===== src/rtl/mips_debug_pkg.sv =====
// Shared debug-path definitions: frame header byte, byte width and the
// serializer state encoding.
package mips_debug_pkg;

   localparam int                BYTE_W       = 8;
   localparam logic [BYTE_W-1:0] FRAME_HEADER = 8'hA5;

   typedef enum logic [2:0] {
      ST_IDLE     = 3'd0,
      ST_HEADER   = 3'd1,
      ST_PAYLOAD  = 3'd2,
      ST_CHECKSUM = 3'd3,
      ST_DONE     = 3'd4
   } state_t;

endpackage


===== src/rtl/reg_dump_serializer.sv =====
// Snapshots the flat register image on request and streams it as
// header, register bytes (reg 0 first, MSB first), 8-bit checksum.
module reg_dump_serializer
   import mips_debug_pkg::*;
#(
   parameter int SIZE          = 32,
   parameter int NUM_REGISTERS = 32
) (
   input  logic                          clk,
   input  logic                          rst,
   input  logic                          i_start,
   input  logic [SIZE*NUM_REGISTERS-1:0] i_registers_debug,
   output logic [BYTE_W-1:0]             o_tx_data,
   output logic                          o_tx_valid,
   input  logic                          i_tx_ready,
   output logic                          o_busy,
   output logic                          o_done
);

   localparam int BYTES_PER_REG = SIZE / BYTE_W;
   localparam int REG_IDX_W     = (NUM_REGISTERS > 1) ? $clog2(NUM_REGISTERS) : 1;
   localparam int BYTE_IDX_W    = (BYTES_PER_REG > 1) ? $clog2(BYTES_PER_REG) : 1;
   localparam logic [REG_IDX_W-1:0]  LAST_REG  = REG_IDX_W'(NUM_REGISTERS - 1);
   localparam logic [BYTE_IDX_W-1:0] LAST_BYTE = BYTE_IDX_W'(BYTES_PER_REG - 1);

   state_t                        state_q, state_d;
   logic [SIZE*NUM_REGISTERS-1:0] snapshot_q;
   logic [REG_IDX_W-1:0]          reg_idx_q;
   logic [BYTE_IDX_W-1:0]         byte_idx_q;
   logic [BYTE_W-1:0]             checksum_q;
   logic [SIZE-1:0]               cur_reg;
   logic [BYTE_W-1:0]             payload_byte;
   logic                          last_payload;
   logic                          accept;

   always_comb begin
      cur_reg      = snapshot_q[int'(reg_idx_q)*SIZE +: SIZE];
      payload_byte = cur_reg[SIZE-1-BYTE_W*int'(byte_idx_q) -: BYTE_W];
      last_payload = (reg_idx_q == LAST_REG) && (byte_idx_q == LAST_BYTE);
   end

   always_comb begin
      state_d    = state_q;
      o_tx_valid = 1'b0;
      o_tx_data  = '0;
      o_busy     = (state_q != ST_IDLE);
      o_done     = 1'b0;
      unique case (state_q)
         ST_IDLE: begin
            if (i_start) state_d = ST_HEADER;
         end
         ST_HEADER: begin
            o_tx_valid = 1'b1;
            o_tx_data  = FRAME_HEADER;
            if (i_tx_ready) state_d = ST_PAYLOAD;
         end
         ST_PAYLOAD: begin
            o_tx_valid = 1'b1;
            o_tx_data  = payload_byte;
            if (i_tx_ready && last_payload) state_d = ST_CHECKSUM;
         end
         ST_CHECKSUM: begin
            o_tx_valid = 1'b1;
            o_tx_data  = checksum_q;
            if (i_tx_ready) state_d = ST_DONE;
         end
         ST_DONE: begin
            o_done  = 1'b1;
            state_d = ST_IDLE;
         end
         default: state_d = ST_IDLE;
      endcase
   end

   assign accept = o_tx_valid && i_tx_ready;

   // Snapshot and counters only move on start in IDLE or on a payload transfer.
   always_ff @(posedge clk) begin
      if (rst) begin
         state_q    <= ST_IDLE;
         snapshot_q <= '0;
         reg_idx_q  <= '0;
         byte_idx_q <= '0;
         checksum_q <= '0;
      end else begin
         state_q <= state_d;
         if (state_q == ST_IDLE && i_start) begin
            snapshot_q <= i_registers_debug;
            reg_idx_q  <= '0;
            byte_idx_q <= '0;
            checksum_q <= '0;
         end else if (state_q == ST_PAYLOAD && accept) begin
            checksum_q <= checksum_q + payload_byte;
            if (byte_idx_q == LAST_BYTE) begin
               byte_idx_q <= '0;
               reg_idx_q  <= reg_idx_q + 1'b1;
            end else begin
               byte_idx_q <= byte_idx_q + 1'b1;
            end
         end
      end
   end

endmodule


===== config.mk =====
export PLATFORM = sky130hd
export DESIGN_NAME = reg_dump_serializer
export DESIGN_NICKNAME = d
export VERILOG_FILES = /design/src/rtl/mips_debug_pkg.sv /design/src/rtl/reg_dump_serializer.sv
export SDC_FILE = /design/constraint.sdc
export NUM_CORES = 2
export LEC_CHECK = 0
export BUFFER_PORTS_ARGS = -buffer_cell sky130_fd_sc_hd__buf_2
export CORE_AREA = 2 2 406 408
export DETAILED_ROUTE_END_ITERATION = 12
export DIE_AREA = 0 0 408 410
export HOLD_SLACK_MARGIN = 0.12
export PLACE_DENSITY = 0.52
export SKIP_CTS_REPAIR_TIMING = 1
export SKIP_LAST_GASP = 1
export SYNTH_ARGS = -nofsm -noshare
export SYNTH_HDL_FRONTEND = slang
export SYNTH_SLANG_ARGS = --single-unit

===== constraint.sdc =====
create_clock -name clk -period 4.3 [get_ports clk]
set_input_delay 0.86 -clock clk [delete_from_list [all_inputs] [get_ports clk]]
set_output_delay 0.86 -clock clk [all_outputs]
set_load 0.02 [all_outputs]

Word level (Yosys, flattened, before mapping):

Cells that the tools add are included.

* add/subtract/negate cells: 4
* multipliers: 0
* divide/modulo/power cells: 0
* $lt $le $gt $ge: 0
* equal/unequal tests: 10
* shift operators: 2
* muxes and demuxes: 9
* bitwise logic cells: 0
* reduce and logical (&&, ||, !) cells: 11

Operators by type and width (count)
* 1024-bit by 11-bit variable part select with 32-bit output: 1
* 39-bit by 6-bit variable part select with 8-bit output: 1
* 8-bit case mux with 3 select lines: 1
* 3-bit 2-to-1 mux: 4
* 3-bit case mux with 4 select lines: 1
* 8-bit adder: 1
* 2-bit inequality test, second input constant: 4
* 3-bit by 2-bit equality test with 1-bit output, second input constant: 2
* 5-bit by 5-bit subtractor with 6-bit output, first input constant: 1
* 5-bit by 1-bit adder with 5-bit output, second input constant: 1
* 5-bit equality test, second input constant: 1
* 1-bit logical AND: 5
* 4-bit AND reduction: 1
* 3-bit by 1-bit equality test with 1-bit output, second input constant: 1
* 3-bit equality test, second input constant: 1
* 3-bit logical NOT: 1
* 3-bit nonzero test: 1
* 3-bit OR reduction: 1
* 2-bit by 1-bit adder with 2-bit output, second input constant: 1
* 2-bit equality test, second input constant: 1
* 1-bit 2-to-1 mux: 2
* 2-bit 2-to-1 mux: 1
* 2-bit AND reduction: 1
* 2-bit OR reduction: 1

* bits in registers: 1042
* latch bits: 0
* RAM bits: 0
* memory bits (read-only): 0
* memories kept: 0

Depth between registers and ports, before layout:

* word-level depth: 6
* depth in mapped cells: 19
* mapped depth without buffers: 16

Least setup slack after synthesis:

OpenSTA, ideal clock, no wires.

* kind: flip-flop to flip-flop
* start point: register reg_idx_q[0]
* end point: register checksum_q[7]
* data arrival time: 4.062 ns
* data required time: 4.241 ns
* slack: 0.179 ns
* cell stages (with the launch flop): 18
* path through: dfxtp_1 > buf_6 > buf_12 > buf_2 > mux4_2 > mux4_2 > mux2i_1 > o22ai_1 > a221o_1 > ha_1 > a21o_1 > a21oi_1 > o21bai_1 > a21oi_1 > o21ai_0 > xor2_1 > or4_1 > nand2_1

* cells in the longest elaborated chain, start to end: 3

RTL lines
* from (decl): line reg_dump_serializer.sv:28 `logic [REG_IDX_W-1:0] reg_idx_q;`
* from (signal assigned): line reg_dump_serializer.sv:96 `reg_idx_q <= reg_idx_q + 1'b1;`
* 1024-bit by 11-bit variable part select with 32-bit output: line reg_dump_serializer.sv:37 `cur_reg = snapshot_q[int'(reg_idx_q)*SIZE +: SIZE];`
* 39-bit by 6-bit variable part select with 8-bit output: line reg_dump_serializer.sv:38 `payload_byte = cur_reg[SIZE-1-BYTE_W*int'(byte_idx_q) -: BYTE_W];`
* 8-bit adder: line reg_dump_serializer.sv:93 `checksum_q <= checksum_q + payload_byte;`
* to (signal assigned): line reg_dump_serializer.sv:93
* to (decl): line reg_dump_serializer.sv:30 `logic [BYTE_W-1:0] checksum_q;`

Every way passes these cells.
A chain may end at the register's enable or synchronous reset.

Worst setup path in the final report:

* start point: register reg_idx_q[0]
* end point: output port o_tx_data[2]

* cells in the longest elaborated chain, start to end: 3

RTL lines
* 1024-bit by 11-bit variable part select with 32-bit output: line reg_dump_serializer.sv:37
* 39-bit by 6-bit variable part select with 8-bit output: line reg_dump_serializer.sv:38
* 8-bit case mux with 3 select lines: line reg_dump_serializer.sv:48 `unique case (state_q)`
* to (decl): line reg_dump_serializer.sv:13 `output logic [BYTE_W-1:0] o_tx_data,`

Every way passes these cells.

==> flow_summary.json <==
{
  "run_status": "complete, but fails checks",
  "violations": "setup timing",
  "cts_tree": "built",
  "fin_setup_tns_ns": -3.49,
  "worstSetupStartpointType": "flop",
  "end_kind": "output port",
  "clock_sinks": 1042,
  "yosys_warnings": 0,
  "cts-buffers-inserted": 118,
  "switching_share_pct": 28.5,
  "ys_seq_area_share_pct": 47.6,
  "initial_utilization_pct": 26.8,
  "async_flop_share_pct": 0,
  "worst-path-max-fanout": 8,
  "grt_max_degree": 218,
  "setup_ws_ns": -0.457,
  "clk_latency_ns": 0.77,
  "antenna_left": 0,
  "synth.distinct_cells": 49,
  "stdcell_area_mm2": 0.0572,
  "finalPower_mw": 25.7,
  "finalSetupViolations": 8,
  "synth_nets": 6138,
  "drive_above_1_share_pct": 29.3,
  "drc": 0,
  "antenna_found_initial": 107,
  "die_area_mm2": 0.167,
  "rsz0062_at_grt": "yes",
  "worst-setup-path-type": "flop to output port",
  "seqPwrFrac_pct": 42.6,
  "min_path_type": "primary input to flop",
  "dp.final_hpwl_um": 183000,
  "wl_per_cell_um": 27.7,
  "worstMarginPinSlew_ns": 1.21,
  "synth_edf_count": 0,
  "p_comb_share_pct": 13.3,
  "postSynthAreaPerCell_um2": 8.60,
  "synth.top_cell.area_share_pct": 47.6,
  "drv_cap": 0,
  "syn_to_final_growth_pct": 30.3,
  "hold_viol_final": 0,
  "period_share_pct": 111,
  "cp.required_ns": 3.44,
  "vias_per_cell": 5.05,
  "yosysTopAreaCell": "dfxtp_1",
  "max_slew_margin_pct": 19.3,
  "core_mm2": 0.163,
  "maxSlewViolCount": 0,
  "period_minus_slack_ns": 4.76,
  "ir_drop_uv": 333,
  "slowest_delay_ns": 0.57,
  "clkPwrFrac_pct": 44.2,
  "stdcell_count": 8364,
  "mostFrequentLayoutCell": "nand2_1",
  "nets": 7083,
  "cts_root_buffer": "clkbuf_16",
  "cts.htree.levels": 3,
  "fp.dieW_um": 408,
  "syn_inst": 5099,
  "path_cells": "buf_12 > buf_16 > buf_12 > buf_6 > mux4_2 > mux4_2 > mux2i_1 > o22ai_1 > a221o_1 > buf_4 > nand3b_1 > a21oi_4 > buf_6",
  "power.internal_mw": 18.4,
  "arrival_ns": 3.90,
  "overflow": 0,
  "ys_ff_latch": 1042,
  "placedCellCount": 8053,
  "grt_pass1_vias": 39800,
  "clk_path_buf_depth": 3,
  "p_switching_mw": 7.31,
  "finClkSkew_ns": 0.0549,
  "crit_slowest_cell": "mux4_2",
  "gp_congestion": 0.927,
  "first_pass_iters": 6,
  "synth_ff_type": "dfxtp_1",
  "drt_iter0_drc": 4612,
  "wirelength_um": 231000,
  "final_core_util_pct": 35.0,
  "leakagePower_nw": 22.4,
  "grt_pass1_wl_um": 311000,
  "fmax_mhz": 210,
  "row_count": 149,
  "vias": 42200,
  "ioPinCount": 1039,
  "port_buffers": 1038,
  "die_h_um": 410,
  "most-common-layout-cells": "nand2_1, a21oi_1, dfxtp_1",
  "cts.clk_slew.worst_paths_ns": 0.07,
  "grt_use_total_pct": 26.4,
  "powerDensity_mw_per_mm2": 449,
  "synthTopCellsByArea": "dfxtp_1, nand2_1, mux4_2",
  "syn-cell-area_mm2": 0.0439,
  "dpl_cell_area_mm2": 0.0518
}
==> power groups by stage <==
stage	logic (mW)	registers, mW	clock network [mW]
2_1_floorplan	1.79	10.8	0
3_3_place_gp	3.34	11.1	0
3_5_place_dp	3.37	11.1	0
4_1_cts	3.38	10.9	11.5
5_1_grt	3.67	11.0	11.9
6_report	3.40	10.9	11.3
==> through the flow <==
stage	worst slack, ns	hold slack [ns]
floorplan	0.179	0.432
global placement	-0.165	0.438
detailed placement	-0.0917	0.443
CTS	-0.892	0.254
global route	-0.550	0.306
finish	-0.457	0.331
==> routing by layer <==
layer	global-route usage [%]	vias to the layer above	routed length [µm]
met2	38.5	1824	98300
met5	0	-	351
met4	9.39	56	8070
met1	38.4	20900	106000
met3	5.08	336	18300
li1	-	19200	-
==> final cells by class <==
type                       instances  area, µm²
antenna                           29       72.6
clock buffer                     155       3330
clock inverter                    67       1000
fill                           17300     106000
inverter                           8       30.0
multi-input combinational       3622      21400
sequential                      1042      20900
tap                             2189       2740
timing repair buffer            1252       7660
==> registers in the layout, summed over array words and instances (netlist names) <==
signal,count
byte_idx_q,2
state_q,3
checksum_q,8
reg_idx_q,5
snapshot_q,1024
==> worst max-delay path, delay by kind of cell (launching register included) <==
family | cells | cell delay, ns
muxes | 3 | 1.28
AOI/OAI and AO/OA | 3 | 0.51
buffers and inverters | 6 | 0.85
and+or+nand+nor | 1 | 0.11
DFF | 1 | 0.38
==> Yosys cell counts (6+ instances only) <==
cell,count
mux2i_1,37
inv_1,7
a211oi_1,7
o221ai_1,7
nor2_1,17
o21ai_0,6
mux4_2,300
a221o_1,7
ha_1,10
buf_2,29
clkbuf_1,367
o22ai_1,7
dfxtp_1,1042
nand2_1,2117
a21oi_1,1046
buf_1,23
==> kinds of logic (layout without fill, tap and decap cells) <==
logic type | count (synthesis) | in the layout | synth area share, %
buf+inv | 435 | 1482 | 3.97
mux | 339 | 339 | 16.4
fa+ha+maj | 11 | 11 | 0.331
flops | 1042 | 1042 | 47.6
compound gates | 1098 | 1098 | 12.9
simple gates | 2164 | 2164 | 18.7
other cells | 0 | 29 | 0
xor+xnor | 10 | 10 | 0.200
==> worst paths after layout <==
path	cells after the start	startpoint	end	slack, ns
worst max-delay path	13	reg_idx_q[0]	o_tx_data[2]	-0.46
worst min-delay path	3	i_registers_debug[841]	snapshot_q[841]	0.33
worst max register to register	18	reg_idx_q[0]	checksum_q[7]	0.08
worst min register to register	2	snapshot_q[79]	snapshot_q[79]	0.45
Note: power is estimated with default switching activity, not from simulation.
